<file path="config.mk">
export PLATFORM = sky130hd
export DESIGN_NAME = hqm_list_sel_mem_rf_pg_gen
export DESIGN_NICKNAME = d
export VERILOG_FILES = /design/src/rtl/hqm_list_sel_mem_rf_pg_gen.sv
export SDC_FILE = /design/constraint.sdc
export NUM_CORES = 1
export LEC_CHECK = 0
export BUFFER_PORTS_ARGS = -buffer_cell sky130_fd_sc_hd__buf_2
export CORE_MARGIN = 10
export CORE_UTILIZATION = 60
export DETAILED_ROUTE_END_ITERATION = 6
export GPL_ROUTABILITY_DRIVEN = 0
export MAX_ROUTING_LAYER = met4
export PLACE_DENSITY = 0.81
export REMOVE_ABC_BUFFERS = 1
export SKIP_CTS_REPAIR_TIMING = 1
export SYNTH_ARGS = -nofsm -noshare
export SYNTH_HDL_FRONTEND = slang
export SYNTH_SLANG_ARGS = --single-unit
export TNS_END_PERCENT = 30
</file>
<file path="constraint.sdc">
create_clock -name clk -period 21.7 [get_ports clk]
set_input_delay 2.17 -clock clk [delete_from_list [all_inputs] [get_ports clk]]
set_output_delay 2.17 -clock clk [all_outputs]
set_load 0.01 [all_outputs]
</file>
<file path="src/rtl/hqm_list_sel_mem_rf_pg_gen.sv">
// Power-gated register-file array: 1-cycle read, read-before-write, ON/ISO/OFF/WAKE sequencing.
// Optional per-entry even parity enabled by defining HQM_LIST_SEL_MEM_RF_PG_PARITY_EN.
module hqm_list_sel_mem_rf_pg_gen #(
  parameter int unsigned DEPTH    = 4,
  parameter int unsigned WIDTH    = 73,
  parameter int unsigned WAKE_CYC = 8,
  localparam int unsigned AW      = (DEPTH > 1) ? $clog2(DEPTH) : 1
) (
  input  logic             clk,
  input  logic             rst,
  input  logic             we,
  input  logic [AW-1:0]    waddr,
  input  logic [WIDTH-1:0] wdata,
  input  logic             re,
  input  logic [AW-1:0]    raddr,
  output logic [WIDTH-1:0] rdata,
  output logic             rvalid,
  output logic             mem_rdy,
  output logic             drop_err,
  input  logic             pwr_down_req,
  output logic             isol_en,
  output logic             pwr_enable_b,
  input  logic             par_inj,
  output logic             par_err
);

  typedef enum logic [1:0] {ST_ON, ST_ISO, ST_OFF, ST_WAKE} state_t;

  state_t           state_q, state_d;
  logic [7:0]       cnt_q, cnt_d;
  logic [WIDTH-1:0] mem_q [DEPTH];
  logic [WIDTH-1:0] mem_d [DEPTH];
  logic [WIDTH-1:0] rdata_q, rdata_d;
  logic             rvalid_q, rvalid_d;
  logic             drop_err_q, drop_err_d;
  logic             par_err_q, par_err_d;
  logic             mem_rdy_q, mem_rdy_d;
  logic             isol_en_q, isol_en_d;
  logic             pwr_enable_b_q, pwr_enable_b_d;

  logic             rd_acc, wr_acc, rd_in, wr_in;
  logic [WIDTH-1:0] rd_word;

`ifdef HQM_LIST_SEL_MEM_RF_PG_PARITY_EN
  logic [DEPTH-1:0] par_q, par_d;
  logic             rd_par;
`else
  logic unused_par_inj;
  assign unused_par_inj = par_inj;
`endif

  always_comb begin
    state_d    = state_q;
    cnt_d      = cnt_q;
    mem_d      = mem_q;
    rdata_d    = rdata_q;
    rvalid_d   = 1'b0;
    drop_err_d = 1'b0;
    par_err_d  = 1'b0;
    rd_word    = '0;
`ifdef HQM_LIST_SEL_MEM_RF_PG_PARITY_EN
    par_d      = par_q;
    rd_par     = 1'b0;
`endif

    rd_acc = re && (state_q == ST_ON);
    wr_acc = we && (state_q == ST_ON);
    rd_in  = 32'(raddr) < DEPTH;
    wr_in  = 32'(waddr) < DEPTH;

    // Mux by compare so a non-power-of-2 DEPTH never indexes past the array.
    for (int unsigned i = 0; i < DEPTH; i++) begin
      if (raddr == AW'(i)) begin
        rd_word = mem_q[i];
`ifdef HQM_LIST_SEL_MEM_RF_PG_PARITY_EN
        rd_par  = par_q[i];
`endif
      end
    end

    drop_err_d = (re || we) && (state_q != ST_ON);
    rvalid_d   = rd_acc;
    if (rd_acc) begin
      rdata_d = rd_in ? rd_word : '0;
`ifdef HQM_LIST_SEL_MEM_RF_PG_PARITY_EN
      par_err_d = rd_in && ((^rd_word) != rd_par);
`endif
    end

    if (wr_acc && wr_in) begin
      for (int unsigned i = 0; i < DEPTH; i++) begin
        if (waddr == AW'(i)) begin
          mem_d[i] = wdata;
`ifdef HQM_LIST_SEL_MEM_RF_PG_PARITY_EN
          par_d[i] = (^wdata) ^ par_inj;
`endif
        end
      end
    end

    case (state_q)
      ST_ON: begin
        if (pwr_down_req && !re && !we) state_d = ST_ISO;
      end
      ST_ISO: begin
        state_d = ST_OFF;
        // Array contents are lost as power drops; clear them on the way into OFF.
        for (int unsigned i = 0; i < DEPTH; i++) mem_d[i] = '0;
`ifdef HQM_LIST_SEL_MEM_RF_PG_PARITY_EN
        par_d = '0;
`endif
      end
      ST_OFF: begin
        if (!pwr_down_req) begin
          state_d = ST_WAKE;
          cnt_d   = 8'(WAKE_CYC - 1);
        end
      end
      ST_WAKE: begin
        if (cnt_q == '0) state_d = ST_ON;
        else             cnt_d   = cnt_q - 8'd1;
      end
      default: state_d = ST_ON;
    endcase

    mem_rdy_d      = (state_d == ST_ON);
    isol_en_d      = (state_d != ST_ON);
    pwr_enable_b_d = (state_d == ST_OFF);
  end

  always_ff @(posedge clk or posedge rst) begin
    if (rst) begin
      state_q        <= ST_ON;
      cnt_q          <= '0;
      rdata_q        <= '0;
      rvalid_q       <= 1'b0;
      drop_err_q     <= 1'b0;
      par_err_q      <= 1'b0;
      mem_rdy_q      <= 1'b1;
      isol_en_q      <= 1'b0;
      pwr_enable_b_q <= 1'b0;
      for (int unsigned i = 0; i < DEPTH; i++) mem_q[i] <= '0;
`ifdef HQM_LIST_SEL_MEM_RF_PG_PARITY_EN
      par_q          <= '0;
`endif
    end else begin
      state_q        <= state_d;
      cnt_q          <= cnt_d;
      rdata_q        <= rdata_d;
      rvalid_q       <= rvalid_d;
      drop_err_q     <= drop_err_d;
      par_err_q      <= par_err_d;
      mem_rdy_q      <= mem_rdy_d;
      isol_en_q      <= isol_en_d;
      pwr_enable_b_q <= pwr_enable_b_d;
      for (int unsigned i = 0; i < DEPTH; i++) mem_q[i] <= mem_d[i];
`ifdef HQM_LIST_SEL_MEM_RF_PG_PARITY_EN
      par_q          <= par_d;
`endif
    end
  end

  assign rdata        = rdata_q;
  assign rvalid       = rvalid_q;
  assign drop_err     = drop_err_q;
  assign mem_rdy      = mem_rdy_q;
  assign isol_en      = isol_en_q;
  assign pwr_enable_b = pwr_enable_b_q;
  assign par_err      = par_err_q;

endmodule

</file>
# Yosys cells after proc, flatten, opt, wreduce, memory -nomap -nowiden
# Cells that the tools add are included.
[totals]
register_bits = 380
inputBits = 83
[classes]
add_sub_neg = 1
n_eq_ne = 12
mux = 17
reduce_logical = 26
[ops]
columns = ["operator", "count"]
rows = [
  ["2-to-1 mux 292 bit", 2],
  ["2-to-1 mux 73 bit", 8],
  ["2-to-1 mux 8 bit", 2],
  ["case mux 8 bit (2 select lines)", 1],
  ["nonzero test 2 bit", 8],
  ["== test 2 bit, second input constant", 7],
  ["zero test 2 bit", 4],
  ["zero test 8 bit", 1],
  ["case mux 2 bit (4 select lines)", 1],
  ["AND reduction 2 bit", 4],
  ["subtractor 8 x 1 -> 8 bit, second input constant", 1],
  ["== test 2 x 1 -> 1 bit, second input constant", 3],
  ["2-to-1 mux 2 bit", 3],
  ["logical AND 1 bit", 5],
  ["inequality test 2 bit, second input constant", 2],
  ["AND reduction 3 bit", 1],
  ["zero test 1 bit", 2],
  ["logical OR 1 bit", 1],
]

# Logic depth before layout (Yosys ltp)
# Gate-level depths: netlist of the first run.
[logic_depth]
ltp_word = 6
depth_mapped = 6

# Worst setup path before layout of the first run
# OpenSTA, ideal clock, no wires.
[synth_timing]
path_type = "input port to flip-flop"
start = "input port raddr[0]"
end = "register rdata_q[0], in the netlist rdata[0]"
arrival_time_ns = 3.437
t_required_ns = 21.575
setup_slack_ns = 18.138
cell_stages = 4
path_buffers = 2
cell_sequence = "buf_2 buf_2 mux4_2 mux2_2"
[synth_via]
elab_chain_cells = 5
[synth_rtl]
columns = ["element", "line", "source"]
rows = [
  ["start: declaration", "15", "input logic [AW-1:0] raddr,"],
  ["zero test 2 bit", "73", "if (raddr == AW'(i)) begin"],
  ["2-to-1 mux 73 bit (3 in a row)", "73", ""],
  ["2-to-1 mux 73 bit (*)", "73", ""],
  ["end signal: assignment", "149", "rdata_q <= rdata_d;"],
  ["end: declaration", "33", "logic [WIDTH-1:0] rdata_q, rdata_d;"],
]
# Every way passes the cells marked *; elsewhere a longest branch is shown, timed or not.
# A chain may end at the register's enable or synchronous reset.

==> metrics, run 1 <==
hold_sp mem_q[291]$_DFFE_PP0P_; first drt pass iteration count 4; synthesized flop and latch total 380; PwrDens ~140 nW/um^2; first-pass GRT wire length around 54,000 microns; Synth Area in Compound Gates 0.00804; worst-case clock buffer depth 3; CTS Buf Count 40; clock sink count 380; pre-CTS setup slack about 17 ns; final setup margin 17.56 ns; Slew Limit Headroom 0.236; Buf+Inv Stages, Crit Path 4; Slew @ Worst Pin 1.15 ns; Tmin final 4.14 ns; clk_lat worst skew a little over 0.5 ns; initial cell density of the core 0.610; row cnt 60; Boundary Pins 162; ant diodes 0; CP Class input pin to async pin; final hold vios 0; status finished, final reports clean; simple-gate share of the synthesized area 0.0421; adder-cell share of the synthesized area 0.000758; synthesized area about 16,000 sq um; critical-path cell list buf_2 -> inv_8 -> buf_12 -> buf_4; WP data required around 22 ns; Reg clk slew, reported paths approximately 0.06 ns; post-synthesis xor/xnor area fraction 0; DRC errors left 0; Crit path arrival time about 4.6 ns; Synth top area share 0.575; top cells by area, synth dfrtp_1, mux2_2, mux4_2; initial antenna violation count 0; Yosys cell types 41; count leader, synth dfrtp_1; CTS tree yes; Worst Setup SP rst; Tot Pwr 2.69 mW; Reg-to-Reg Start state_q[1]$_DFF_PP0_; antenna viol nets, final 0; core area roughly 27,000 sq um; mean area per synthesized cell 16.2 sq um; TNS Setup 0 ns; dpl hpwl around 20,000 microns; DR vias approximately 9,100; Fin Hold WS a little under 0.5 ns; largest family of logic cells by synthesized area multiplexers; Max Cap Viol 0; CP startpoint kind input pin; mux contribution to synthesized area 0.351; GR Overflow Total 0; final WL around 33,000 microns; achievable clock frequency approximately 0.24 GHz; RSZ-0062 raised after global routing no; EDFF count, synth 0; final setup violating endpoints 0; pin count of the biggest net entering global routing ~190; Nets 1,255; synthesis-to-finish area growth 14.2%; Worst Setup End Kind async pin; Post-synth top flop dfrtp_1; sequential share of the synthesized area 0.576; P_leak around 8.4 nW; Yosys Warn Count 0; Cells after Synth between 1,000 and 1,500; I/O Buffers around 160; skew final approximately 0.013 ns; Crit path largest cell delay roughly 0.95 ns; Min-Delay Path Class flip-flop to flip-flop; crit-path leading delay family buffers and inverters; worst-path fanout max 190; die footprint approximately 35,000 sq um; die height around 190 microns; peak supply drop roughly 86 uV; Root Driver clkbuf_16; period utilization 0.191; DR iter-0 viols 479; Vias/cell a little under 6; H-tree depth 2; Post-synth top cells dfrtp_1, mux2_2, and2_1, mux4_2, buf_2; fin. max-slew vios 0; Placement Cell Area 17,500 sq um; Horiz. Die Dim around 190 microns; via count of the first global-routing pass ~10,000; leading area contributor after synthesis dfrtp_1; layout cells sized above 1 0.567; fin area ~19,000 sq um; All-Layer GR Usage 0.201; detail-routed net length per standard cell ~21 microns; Post-synth ARST share 1.00; Critical-path top delay cell buf_4
-- through the flow --
| step | cells | util |
|---|---|---|
| 4_1_cts | 1542 | 0.697 |
| 5_1_grt | 1542 | 0.697 |
| 2_1_floorplan | 956 | - |
| 6_report | 1542 | 0.697 |
| 3_5_place_dp | 1470 | 0.649 |
| 3_3_place_gp | 1470 | 0.649 |
-- state kept, by name, summed over array words and instances (netlist names), 2 cells and up --
register	flops
state_q	2
rdata	73
cnt_q	8
mem_q	292
-- cell type report --
cell class,count,area [sq um]
clock buffer,64,1250
clock inverter,8,43.8
fill,1849,8190
inverter,4,22.5
multi-input combinational,572,6660
sequential,380,9510
tap,341,427
timing repair buffer,173,922
-- power breakdown --
group	leakage (nW)	total [mW]	internal (mW)	switching [mW]
Clock	0.648	0.659	0.395	0.264
Combinational	3.08	0.812	0.495	0.318
Sequential	4.70	1.22	1.05	0.171
-- routing by layer --
| layer | wire (microns) | vias to the layer above | track usage |
|---|---|---|---|
| met3 | 1400 | 41 | 0.0331 |
| met5 | 0 | - | - |
| met4 | 365 | 0 | 0.0416 |
| met2 | 16500 | 178 | 0.323 |
| li1 | - | 4029 | - |
| met1 | 14800 | 4823 | 0.267 |
-- cell usage in the layout, fill, tap and decap left out, types with 2 or more instances in the layout --
cell	synthesis	final
or3_1	3	3
a21oi_1	6	6
or4_1	3	3
mux2i_1	3	3
nor2_1	5	5
clkinv_2	0	7
nand3_1	3	3
buf_4	10	14
inv_1	3	2
a21oi_4	1	4
clkbuf_16	0	41
clkbuf_8	0	14
buf_2	33	157
mux4_2	73	73
nor4b_1	2	2
mux2_1	6	6
nand3b_1	3	3
o21ai_0	4	4
clkbuf_1	16	9
nand2_1	4	4
and2_1	77	76
mux2_2	359	359
dfrtp_1	379	379
-- cells by family after synthesis --
family | Yosys count
fa+ha+maj | 1
compound gates | 19
simple gates | 110
mux | 441
buf+inv | 67
other cells | 1
flops | 380
-- path summary, 6_finish.rpt --
| kind | end | slack, ns | cells after the start |
|---|---|---|---|
| worst max-delay path | mem_q[178]$_DFFE_PP0P_ | 17.56 | 4 |
| worst min-delay path | mem_q[291]$_DFFE_PP0P_ | 0.48 | 1 |
| worst max register to register | rdata[65]$_DFFE_PP0P_ | 18.93 | 4 |
| worst min register to register | mem_q[291]$_DFFE_PP0P_ | 0.48 | 1 |
| max in group clk | mem_q[256]$_DFFE_PP0P_ | 17.63 | 6 |
| min in group asynchronous | rdata[7]$_DFFE_PP0P_ | 1.80 | 2 |
Note: power is estimated with default switching activity, not from simulation.
==> run 2: changes to the inputs <==
CORE_UTILIZATION = 59   (was 60)
PLACE_DENSITY = 0.8   (was 0.81)
clock period = 4.1 ns   (was 21.7 ns; I/O delays follow)
==> run 2 against run 1 <==
  * Highest routed layer unchanged
  * Count of clock-buffer cells in the layout decreased by 2
  * Via count increased by 0.54%
  * Register-to-register slack got worse by 17 ns
  * Global-route usage increased by 0.11 points
  * Worst hold slack got worse by 0.44 ns
  * Clock power increased to 5.6 times the previous value
  * Sequential share of layout area decreased by 0.61 points
  * Utilization decreased by 0.88 points
  * Clock skew decreased by 0.0022 ns
==> metrics, run 2 (synthesis results as in run 1) <==
critical-path cell list nand2b_2 -> buf_4 -> and2_1 -> mux2_2 (was buf_2 -> inv_8 -> buf_12 -> buf_4); Horiz. Die Dim 187 microns (was 186 microns); fillers 1,905 (was 1,849); period utilization 0.625; detail-routed net length per standard cell 21.4 microns (about the same); Reg clk slew, reported paths 0.06 ns (about the same); clk_lat worst skew 0.52 ns (was 0.51 ns); die height 187 microns (was 186 microns); row cnt 61 (was 60); clock sink count 380 (unchanged); CTS tree yes (unchanged); first-pass GRT wire length 56,200 microns (was 53,700 microns); via count of the first global-routing pass 10,300 (was 9,991); DR vias 9,120 (was 9,071); status finished, final reports clean (unchanged); final setup violating endpoints 0 (unchanged); CP Class flip-flop to flip-flop (was input pin to async pin); Nets 1,260 (was 1,255); placed insts 1,511 (was 1,470); max reg flops 292 (unchanged); Boundary Pins 162 (unchanged); Tmin final about 2.6 ns; layout cells sized above 1 0.567 (about the same); Max Cap Viol 0 (unchanged); Slew Limit Headroom 0.375 (was 0.236); fin cells 1,585 (was 1,542); CTS Buf Count 41 (was 40); worst-path fanout max 38 (was 190); fin. max-slew vios 0 (unchanged); commonest cells after routing, fill and taps aside dfrtp_1, mux2_2, buf_2 (unchanged); pin count of the biggest net entering global routing 123 (was 191); DRC errors left 0 (unchanged); largest reg by FF count mem_q (unchanged); final WL 34,000 microns (was 33,100 microns); antenna viol nets, final 0 (unchanged); Slew @ Worst Pin 0.935 ns (was 1.15 ns); Crit path largest cell delay 0.79 ns (was 0.95 ns); dpl hpwl 20,600 microns (was 19,800 microns); DR iter-0 viols 494 (was 479); ant diodes 0 (unchanged); I/O Buffers 159 (unchanged); die footprint 35,100 sq um (was 34,500 sq um); GR Overflow Total 0 (unchanged); achievable clock frequency about 0.39 GHz; RSZ-0062 raised after global routing no (unchanged); Critical-path top delay cell nand2b_2 (was buf_4); synthesis-to-finish area growth 15.5% (was 14.2%); worst-case clock buffer depth 3 (unchanged); skew final 0.0112 ns (was 0.0133 ns); Crit path arrival time 3.03 ns (was 4.61 ns); initial antenna violation count 0 (unchanged); All-Layer GR Usage 0.202 (was 0.201); WP data required 4.56 ns (was 22.18 ns); P_leak 8.50 nW (was 8.43 nW); final hold vios 0 (unchanged); Min-Delay Path Class input pin to async pin (was flip-flop to flip-flop); initial cell density of the core 0.595 (was 0.610); H-tree depth 2 (unchanged); PwrDens 761 nW/um^2 (was 143 nW/um^2); commonest non-fill, non-tap cell in the layout dfrtp_1 (unchanged); Root Driver clkbuf_16 (unchanged); Tot Pwr 14.5 mW (was 2.69 mW); core area 27,700 sq um (was 27,000 sq um); FF-to-FF path depth 4 (unchanged); CP startpoint kind flip-flop (was input pin); Worst Setup End Kind flip-flop (was async pin); first drt pass iteration count 4 (unchanged); Vias/cell 5.75 (was 5.88); peak supply drop 461 uV (was 85.5 uV)
run 2: per-stage QoR:
stage / util / worst slack, ns / setup TNS (ns) / cell area, sq um / hold WS (ns)
floorplan: - / -6.87 / -2605.93 / 16200 / 0.453
global placement: 0.639 / 1.57 / 0 / 17700 / 0.467
detailed placement: 0.639 / 1.46 / 0 / 17700 / 0.479
CTS: 0.688 / 1.48 / 0 / 19100 / 0.101
global route: 0.688 / 1.35 / 0 / 19100 / 0.131
finish: 0.688 / 1.54 / 0 / 19100 / 0.0457
run 2: path summary, 6_finish.rpt:
kind / slack (ns) / startpoint / to
worst min-delay path: 0.05 / rst / mem_q[270]$_DFFE_PP0P_
worst min register to register: 0.49 / mem_q[272]$_DFFE_PP0P_ / mem_q[272]$_DFFE_PP0P_
worst max register to register: 1.54 / state_q[1]$_DFF_PP0_ / mem_q[280]$_DFFE_PP0P_
worst max-delay path: 1.54 / state_q[1]$_DFF_PP0_ / mem_q[280]$_DFFE_PP0P_
min in group clk: 0.18 / re / drop_err$_DFF_PP0_
max in group asynchronous: 2.99 / rst / mem_q[26]$_DFFE_PP0P_
run 2: critical path, delay by kind of cell (launching register included):
kind / cells / cell delay (ns)
mux: 1 / 0.18
buf+inv: 1 / 0.52
flops: 1 / 0.72
simple gates: 2 / 1.07
run 2: metal layers:
metal  wire length (microns)  global-route usage
met1                   14900               0.260
met2                   17100               0.331
met3                    1340              0.0345
met4                     576              0.0453
met5                       0                   -
run 2: final cells by class:
cell class	instances	area, sq um	area share
clock buffer	62	1220	0.0639
clock inverter	12	148	0.00775
inverter	4	22.5	0.00118
multi-input combinational	572	6660	0.349
sequential	380	9510	0.499
tap	378	473	0.0248
timing repair buffer	177	1040	0.0543
run 2: report_power, final:
| group | internal (mW) | switching (mW) |
|---|---|---|
| Combinational | 2.65 | 1.70 |
| Sequential | 5.54 | 0.921 |
| Clock | 2.24 | 1.45 |
